<file path="src/rtl/pwm_ramp_sequencer.sv">
// Walks the PWM duty toward a commanded target in bounded steps, only at PWM period boundaries.
// Latency: duty_load/duty_out one cycle after the stepping period_end; done one cycle after a no-op accept.
// Backpressure: cmd_ready is low while ramping or disabled; the requester holds cmd_valid until accepted.
module pwm_ramp_sequencer #(
    parameter int WIDTH  = 8,
    parameter int RATE_W = 8
) (
    input  logic              clk,
    input  logic              rst_n,
    input  logic              ena,
    input  logic              cmd_valid,
    output logic              cmd_ready,
    input  logic [WIDTH-1:0]  cmd_target,
    input  logic [WIDTH-1:0]  cmd_step,
    input  logic [RATE_W-1:0] cmd_rate,
    input  logic              abort,
    input  logic              period_end,
    output logic [WIDTH-1:0]  duty_out,
    output logic              duty_load,
    output logic              busy,
    output logic              done
);

    typedef enum logic {IDLE, RAMP} state_t;

    state_t              state, state_nxt;
    logic [RATE_W-1:0]   cnt, cnt_nxt;
    logic [RATE_W-1:0]   rate_q, rate_nxt;
    logic [WIDTH-1:0]    target_q, target_nxt;
    logic [WIDTH-1:0]    step_q, step_nxt;
    logic [WIDTH-1:0]    duty_nxt;
    logic                load_nxt, busy_nxt, done_nxt, ready_nxt;
    logic                accept;
    logic                going_up;
    logic [WIDTH-1:0]    diff, stepped;

    always_comb begin
        state_nxt  = state;
        cnt_nxt    = cnt;
        rate_nxt   = rate_q;
        target_nxt = target_q;
        step_nxt   = step_q;
        duty_nxt   = duty_out;
        load_nxt   = 1'b0;
        done_nxt   = 1'b0;
        busy_nxt   = busy;
        ready_nxt  = 1'b0;

        accept   = ena & cmd_valid & cmd_ready & (state == IDLE);
        // Distance is taken on the difference so saturation never wraps.
        going_up = (target_q >= duty_out);
        diff     = going_up ? (target_q - duty_out) : (duty_out - target_q);
        stepped  = going_up ? (duty_out + step_q) : (duty_out - step_q);

        if (ena) begin
            ready_nxt = (state == IDLE) & ~accept;
            case (state)
                IDLE: begin
                    if (accept) begin
                        target_nxt = cmd_target;
                        step_nxt   = (cmd_step == '0) ? {{(WIDTH-1){1'b0}}, 1'b1} : cmd_step;
                        rate_nxt   = cmd_rate;
                        cnt_nxt    = '0;
                        if (cmd_target == duty_out) begin
                            done_nxt = 1'b1;
                        end else begin
                            state_nxt = RAMP;
                            busy_nxt  = 1'b1;
                        end
                    end
                end
                RAMP: begin
                    if (abort) begin
                        state_nxt = IDLE;
                        busy_nxt  = 1'b0;
                    end else if (period_end) begin
                        if (cnt != rate_q) begin
                            cnt_nxt = cnt + RATE_W'(1);
                        end else begin
                            cnt_nxt  = '0;
                            load_nxt = 1'b1;
                            if (diff <= step_q) begin
                                duty_nxt  = target_q;
                                done_nxt  = 1'b1;
                                busy_nxt  = 1'b0;
                                state_nxt = IDLE;
                            end else begin
                                duty_nxt = stepped;
                            end
                        end
                    end
                end
                default: state_nxt = IDLE;
            endcase
        end
    end

    always_ff @(posedge clk or negedge rst_n) begin
        if (!rst_n) begin
            state     <= IDLE;
            cnt       <= '0;
            rate_q    <= '0;
            target_q  <= '0;
            step_q    <= '0;
            duty_out  <= '0;
            duty_load <= 1'b0;
            busy      <= 1'b0;
            done      <= 1'b0;
            cmd_ready <= 1'b0;
        end else begin
            state     <= state_nxt;
            cnt       <= cnt_nxt;
            rate_q    <= rate_nxt;
            target_q  <= target_nxt;
            step_q    <= step_nxt;
            duty_out  <= duty_nxt;
            duty_load <= load_nxt;
            busy      <= busy_nxt;
            done      <= done_nxt;
            cmd_ready <= ready_nxt;
        end
    end

endmodule

</file>
<file path="config.mk">
export PLATFORM = sky130hd
export DESIGN_NAME = pwm_ramp_sequencer
export DESIGN_NICKNAME = d
export VERILOG_FILES = /design/src/rtl/pwm_ramp_sequencer.sv
export SDC_FILE = /design/constraint.sdc
export NUM_CORES = 1
export LEC_CHECK = 0
export CORE_MARGIN = 2
export CORE_UTILIZATION = 50
export DETAILED_ROUTE_END_ITERATION = 10
export GPL_ROUTABILITY_DRIVEN = 0
export HOLD_SLACK_MARGIN = 0.06
export PLACE_DENSITY = 0.78
export SLEW_MARGIN = 10
export SYNTH_ARGS = -nofsm -noshare
export SYNTH_HDL_FRONTEND = slang
export SYNTH_SLANG_ARGS = --single-unit
</file>
<file path="constraint.sdc">
create_clock -name clk -period 5 [get_ports clk]
set_clock_uncertainty 0.1 [all_clocks]
set_input_delay 0.5 -clock clk [delete_from_list [all_inputs] [get_ports clk]]
set_output_delay 0.5 -clock clk [all_outputs]
set_load 0.02 [all_outputs]
</file>
==> results of run 1 <==
[metrics by stage]
step | instance area [sq um] | hold WS, ns | utilization, % | std cells | setup WS (ns)
6_report | 4040 | 0.265 | 59.5 | 506 | 0.367
5_1_grt | 4040 | 0.337 | 59.5 | 506 | 0.0544
4_1_cts | 4040 | 0.295 | 59.4 | 506 | 0.313
3_5_place_dp | 3950 | 0.416 | 58.1 | 498 | 0.328
3_3_place_gp | 3950 | 0.411 | 58.1 | 498 | 0.519
2_1_floorplan | 3500 | 0.104 | - | 369 | 0.675
[final timing paths]
check,endpoint,slack (ns)
worst min register to register,rate_q[2]$_DFFE_PN0P_,0.43
worst max register to register,duty_out[1]$_DFFE_PN0P_,0.37
worst min-delay path,rate_q[4]$_DFFE_PN0P_,0.27
max in group asynchronous,duty_out[1]$_DFFE_PN0P_,3.85
worst max-delay path,duty_out[1]$_DFFE_PN0P_,0.37
min in group clk,rate_q[2]$_DFFE_PN0P_,0.43
[flip-flops by register name (all words and copies together), names as in the netlist]
signal / cells
duty_load: 1
cmd_ready: 1
state: 1
target_q: 8
cnt: 8
busy: 1
step_q: 8
done: 1
duty_out: 8
rate_q: 8
[critical path: cells and delay by family (launching register included)]
| kind | cells | cell delay, ns |
|---|---|---|
| AOI/OAI and AO/OA | 6 | 1.71 |
| xor gates and xnor gates | 1 | 0.14 |
| buffers and inverters | 2 | 0.27 |
| DFF | 1 | 0.47 |
| and+or+nand+nor | 2 | 0.46 |
| muxes | 2 | 0.46 |
| adders and majority gates | 3 | 0.88 |
[cell usage in the layout (no fill, tap or decap), drive strengths merged, types with 2 or more instances in the layout]
cell type and count:
a2111oi 6, o21bai 2, xor2 21, a21oi 18, a31oi 2, a21o 9
or3 2, mux2 24, nor3 5, nand3 12, buf 4, ha 32
nand4 2, nor2 18, and4 2, o21ai 24, nand2b 3, and2 3
fa 3, clkbuf 5, nor4 7, o31ai 3, inv 38, dfrtp 45
xnor2 16, nand2 28, clkdlybuf4s50 40, and3 7, a311oi 3, a21boi 2
mux2i 5
[routing by layer]
layer	track usage, %	vias up
met3	2.26	13
met4	5.17	0
li1	-	1384
met2	37.9	72
met5	0	-
met1	28.0	1383
[timing repair]
item                                    in CTS  in global routing
endpoints found under the hold margin        0                  0
resized for setup                            0                  2
endpoints found under the setup margin       0                  2
[area by class of cell]
cell class / count / share of cell area (%)
multi-input combinational: 276 / 52.9
sequential: 45 / 27.9
timing repair buffer: 44 / 10.6
inverter: 37 / 3.44
tap: 96 / 2.97
clock buffer: 5 / 1.70
clock inverter: 3 / 0.526
[logic make-up after synthesis]
| group | share of synthesized area, % |
|---|---|
| AO/OA/AOI/OAI | 16.1 |
| XOR/XNOR | 9.27 |
| adder cells (fa/ha/maj) | 13.2 |
| buffers and inverters | 6.69 |
| flip-flops | 32.2 |
| multiplexers | 9.16 |
| AND/OR/NAND/NOR | 13.4 |
==> results by group, run 1 <==
Critical path
  • CP Capture Type: flip-flop
  • Data arrival time of the critical path: 4.68 ns
  • Data required time of the critical path: 5.05 ns
  • Sort of element at the start of the critical path: flip-flop
  • Crit Path Max Fanout: 10
  • Worst Reg2Reg Path Length in Cells: 16
  • Startpoint of the worst register-to-register path: duty_out[0]$_DFFE_PN0P_
  • Critical path class: reg -> reg
  • CP startpoint: duty_out[0]$_DFFE_PN0P_
  • CP peak stage delay: 0.49 ns
  • Crit-path cells: ha_1, inv_1, fa_1, a21o_1, a2111oi_4, o21ai_1, nand2_2, mux2i_1, xnor2_1, ha_1, and3_1, a221oi_1, a211o_1, buf_4, mux2i_1, o21ai_0
  • Worst-path cell with the longest stage delay: sky130_fd_sc_hd__a2111oi_4

CTS
  • Clock Path Buffers: 2
  • TritonCTS clock tree: done
  • Post-CTS Setup Repair Bufs: 0
  • CTS Root Buffer Type: sky130_fd_sc_hd__clkbuf_8
  • CTS buffer count: 5
  • Clock latency on the worst-skew pair: 0.30 ns
  • TritonCTS Sinks: 45
  • CTS clk-pin slew, worst paths: 0.09 ns
  • Number of buffers added to fix hold violations after cts: 0
  • CTS HTree Levels: 2

Routing
  • Routed wire length: 7790 microns
  • Number of nets with antenna violations after routing: 0
  • Metal3 WL: 333 microns
  • Via/cell ratio: 5.64
  • First drt pass iteration count: 4
  • Vias after detailed routing: 2852
  • Initial DRC count: 142
  • Detailed route wirelength on metal2: 3940 microns
  • Met1 layer wirelength in the final routing: 3400 microns
  • Remaining routing DRC violations: 0
  • Highest routed metal layer: met4
  • Routed length per placed instance: 15.4 microns

Layout
  • Number of nets in the finished design: 474
  • Final-layout fill cell count: 572
  • Register area: 1130 sq um
  • Area taken by multi-input logic gates: 2140 sq um
  • Fraction of final layout cells with drive strength greater than 1: 12.2%
  • Area grow syn2layout: 15.6%
  • Antenna Cells: 0

Yosys
  • Async set-or-reset flop fraction in the synthesized netlist: 100%
  • Ys Warns: 0
  • Count of distinct cell types in the synthesized netlist: 59
  • Synthesized net count: 434
  • Number of synthesized flops with an enable pin: 0
  • Top-area cell type share of the netlist area: 32.2%
  • Number of storage elements in the synthesis netlist: 45
  • Most frequent cells after synthesis: sky130_fd_sc_hd__dfrtp_1 (45), sky130_fd_sc_hd__inv_1 (37), sky130_fd_sc_hd__ha_1 (32)
  • Average cell area after synthesis: 9.47 sq um
  • Mapped Area: 3500 sq um
  • Post-synth top area cell: sky130_fd_sc_hd__dfrtp_1
  • Seq/Total Area, Yosys: 32.2%
  • Ranking of synthesized cells by area: sky130_fd_sc_hd__dfrtp_1 (32%), sky130_fd_sc_hd__ha_1 (11%), sky130_fd_sc_hd__mux2_2 (7.7%)
  • Post-synthesis instance total: 369
  • Most frequent cell after synthesis: sky130_fd_sc_hd__dfrtp_1
  • Main synth FF type: sky130_fd_sc_hd__dfrtp_1

Global routing
  • Number of global-route vias before repair: 2804
  • First-pass GRT wire length: 13000 microns
  • Overall Global Routing Usage: 21.4%
  • Residual overflow from global routing: 0
  • Initial antenna violation count: 0
  • Largest net degree at the start of global routing: 46

Floorplan
  • Die area: 7680 sq um
  • Initial Utilization: 51.5%
  • Core area: 6790 sq um
  • Horizontal die dimension: 87.6 microns
  • Site row count: 30
  • Top-level I/O count: 42
  • Die span in y: 87.6 microns

Timing
  • Achievable Freq: 216 MHz
  • Count of final setup violators: 0
  • Normalized max-slew margin: 33.2%
  • Shortest period the worst path allows: 4.63 ns
  • Slew of the pin with the lowest slew margin: 1.00 ns
  • Final hold vios: 0
  • RSZ-0062 raised after global routing: false
  • Tcrit/Tclk final: 92.7%
  • Max-slew violation count: 0
  • Aggregate negative setup slack: 0 ns

Job
  • Number of violations of the max-capacitance limit: 0

Worst hold path
  • Hold Crit Class: in -> async

Run status
  • Result of the run: finished, final reports clean

Placed design
  • Half-perimeter wire length after detailed placement: 6160 microns
  • IO buf count: 41
Power of run 1 is not shown: default switching activity piles up to over one toggle a cycle in this logic, so the estimate is an artifact.
==> run 2: changes to the inputs <==
--- a/config.mk
+++ b/config.mk
@@ -7,8 +7,10 @@
 export LEC_CHECK = 0
 export CORE_MARGIN = 2
 export CORE_UTILIZATION = 50
+export CTS_CLUSTER_SIZE = 12
 export DETAILED_ROUTE_END_ITERATION = 10
 export GPL_ROUTABILITY_DRIVEN = 0
+export GPL_TIMING_DRIVEN = 0
 export HOLD_SLACK_MARGIN = 0.06
 export PLACE_DENSITY = 0.78
 export SLEW_MARGIN = 10
==> results by group, run 2 (synthesis gave the netlist of run 1 again) <==
Floorplan
  • Initial Utilization: 51.5% (unchanged)
  • Die area: 7680 sq um (unchanged)
  • Core area: 6790 sq um (unchanged)
  • Site row count: 30 (unchanged)
  • Top-level I/O count: 42 (unchanged)
  • Die span in y: 87.6 microns (unchanged)
  • Horizontal die dimension: 87.6 microns (unchanged)

Critical path
  • Data required time of the critical path: 5.06 ns (was 5.05 ns)
  • Data arrival time of the critical path: 4.67 ns (was 4.68 ns)
  • Top cell family by delay on the critical path: compound AO/OA/AOI/OAI gates (unchanged)
  • Critical path buffers and inverters: 2 (unchanged)
  • Crit-path cells: ha_1, inv_1, fa_1, a21o_1, a2111oi_4, o21a_2, o21ai_2, a311oi_1, o22ai_1, xor2_1, ha_1, a21o_1, a311oi_1, a211o_1, clkbuf_2, mux2i_1, o21ai_0 (was ha_1, inv_1, fa_1, a21o_1, a2111oi_4, o21ai_1, nand2_2, mux2i_1, xnor2_1, ha_1, and3_1, a221oi_1, a211o_1, buf_4, mux2i_1, o21ai_0)
  • Sort of element at the start of the critical path: flip-flop (unchanged)
  • CP peak stage delay: 0.48 ns (was 0.49 ns)
  • Worst-path cell with the longest stage delay: sky130_fd_sc_hd__dfrtp_1 (was sky130_fd_sc_hd__a2111oi_4)
  • Critical path class: reg -> reg (unchanged)
  • CP Capture Type: flip-flop (unchanged)
  • Crit Path Max Fanout: 10 (unchanged)

Global routing
  • Met2 usage: 39.2% (was 37.9%)
  • Largest net degree at the start of global routing: 33 (was 46)
  • Met3 track utilization from global routing: 1.98% (was 2.26%)
  • Number of global-route vias before repair: 2917 (was 2804)
  • Overall Global Routing Usage: 21.8% (was 21.4%)
  • Initial antenna violation count: 0 (unchanged)
  • First-pass GRT wire length: 13300 microns (was 13000 microns)
  • Met1 usage: 28.3% (was 28.0%)
  • Layer with the highest usage after global routing: met2 (unchanged)
  • Residual overflow from global routing: 0 (unchanged)

Worst hold path
  • Hold Crit Class: reg -> reg (was in -> async)

Timing
  • Shortest period the worst path allows: 4.61 ns (was 4.63 ns)
  • Max-slew violation count: 0 (unchanged)
  • Final hold vios: 0 (unchanged)
  • Normalized max-slew margin: 56.8% (was 33.2%)
  • Slew of the pin with the lowest slew margin: 0.642 ns (was 1.00 ns)
  • Crit path setup slack, layout: 0.386 ns (was 0.367 ns)
  • Achievable Freq: 217 MHz (was 216 MHz)
  • Tcrit/Tclk final: 92.3% (was 92.7%)
  • Aggregate negative setup slack: 0 ns (unchanged)
  • Count of final setup violators: 0 (unchanged)

CTS
  • Post-CTS Setup Repair Bufs: 0 (unchanged)
  • CTS clk-pin slew, worst paths: 0.08 ns (was 0.09 ns)
  • TritonCTS clock tree: done (unchanged)
  • CTS HTree Levels: 2 (unchanged)
  • TritonCTS Sinks: 45 (unchanged)
  • CTS Root Buffer Type: sky130_fd_sc_hd__clkbuf_8 (unchanged)
  • CTS buffer count: 5 (unchanged)
  • Clock Path Buffers: 2 (unchanged)
  • Clock latency on the worst-skew pair: 0.29 ns (was 0.30 ns)

Job
  • Number of violations of the max-capacitance limit: 0 (unchanged)

Routing
  • Vias after detailed routing: 2793 (was 2852)
  • Initial DRC count: 172 (was 142)
  • Routed wire length: 7650 microns (was 7790 microns)
  • Number of nets with antenna violations after routing: 0 (unchanged)
  • First drt pass iteration count: 4 (unchanged)
  • Routed length per placed instance: 14.9 microns (was 15.4 microns)
  • Via/cell ratio: 5.43 (was 5.64)
  • Remaining routing DRC violations: 0 (unchanged)

Layout
  • Area grow syn2layout: 18.7% (was 15.6%)
  • Register area: 1130 sq um (unchanged)
  • Commonest cells after routing, fill and taps aside: sky130_fd_sc_hd__dfrtp_1 (44), sky130_fd_sc_hd__clkdlybuf4s50_1 (39), sky130_fd_sc_hd__inv_1 (37) (was sky130_fd_sc_hd__dfrtp_1 (44), sky130_fd_sc_hd__clkdlybuf4s50_1 (40), sky130_fd_sc_hd__inv_1 (37))
  • Fraction of final layout cells with drive strength greater than 1: 12.7% (was 12.2%)
  • Number of nets in the finished design: 483 (was 474)
  • Most common cell after layout, fill and taps aside: sky130_fd_sc_hd__dfrtp_1 (unchanged)
  • Area taken by multi-input logic gates: 2140 sq um (unchanged)
  • Final-layout fill cell count: 593 (was 572)
  • Antenna Cells: 0 (unchanged)

Placed design
  • Half-perimeter wire length after detailed placement: 6200 microns (was 6160 microns)
  • IO buf count: 40 (was 41)
  • Post-place setup slack: 0.0821 ns (was 0.328 ns)

Run status
  • Result of the run: finished, final reports clean (unchanged)
run 2: layer usage:
metal  vias up  share of wire, %  routed length [microns]
li1       1396                 -                        -
met1      1325                44                     3340
met2        61                52                     3940
met3        11               3.6                      274
met4         0               1.2                       95
met5         -                 0                        0
run 2: timing repair:
action	4_1_cts	5_1_grt
setup endpoints to repair	0	8
endpoints found under the hold margin	13	0
hold buffers	1	0
resized for setup	0	4
run 2: worst paths after layout:
| check | start | to | slack, ns | cells past startpoint |
|---|---|---|---|---|
| max in group asynchronous | rst_n | duty_out[1]$_DFFE_PN0P_ | 3.77 | 3 |
| setup reg to reg | duty_out[0]$_DFFE_PN0P_ | duty_out[0]$_DFFE_PN0P_ | 0.39 | 17 |
| min in group asynchronous | rst_n | rate_q[7]$_DFFE_PN0P_ | 0.54 | 2 |
| setup / recovery | duty_out[0]$_DFFE_PN0P_ | duty_out[0]$_DFFE_PN0P_ | 0.39 | 17 |
| hold reg to reg | rate_q[2]$_DFFE_PN0P_ | rate_q[2]$_DFFE_PN0P_ | 0.43 | 1 |
| hold / removal | rate_q[2]$_DFFE_PN0P_ | rate_q[2]$_DFFE_PN0P_ | 0.43 | 1 |
run 2: area by class of cell:
class	count	share of cell area, %
multi-input combinational	276	51.5
sequential	45	27.2
timing repair buffer	42	10.3
inverter	37	3.35
tap	96	2.90
buffer	11	2.32
clock buffer	5	1.66
clock inverter	2	0.844
run 2: worst reg2reg max path: stages, from the launching register on:
cell,delay (ns)
sky130_fd_sc_hd__dfrtp_1,0.48
sky130_fd_sc_hd__ha_1,0.20
sky130_fd_sc_hd__inv_1,0.05
sky130_fd_sc_hd__fa_1,0.38
sky130_fd_sc_hd__a21o_1,0.22
sky130_fd_sc_hd__a2111oi_4,0.47
sky130_fd_sc_hd__o21a_2,0.25
sky130_fd_sc_hd__o21ai_2,0.07
sky130_fd_sc_hd__a311oi_1,0.35
sky130_fd_sc_hd__o22ai_1,0.15
sky130_fd_sc_hd__xor2_1,0.16
sky130_fd_sc_hd__ha_1,0.32
sky130_fd_sc_hd__a21o_1,0.20
sky130_fd_sc_hd__a311oi_1,0.29
sky130_fd_sc_hd__a211o_1,0.21
sky130_fd_sc_hd__clkbuf_2,0.28
sky130_fd_sc_hd__mux2i_1,0.21
sky130_fd_sc_hd__o21ai_0,0.09
run 2: through the flow:
stage | util, % | cell area (sq um) | hold slack (ns) | cells
2_1_floorplan | - | 3500 | 0.104 | 369
3_3_place_gp | 59.1 | 4020 | 0.411 | 505
3_5_place_dp | 59.3 | 4030 | 0.322 | 506
4_1_cts | 61.0 | 4150 | 0.434 | 514
5_1_grt | 61.1 | 4150 | 0.454 | 514
6_report | 61.1 | 4150 | 0.429 | 514
Power of run 2 is left out for the same reason.
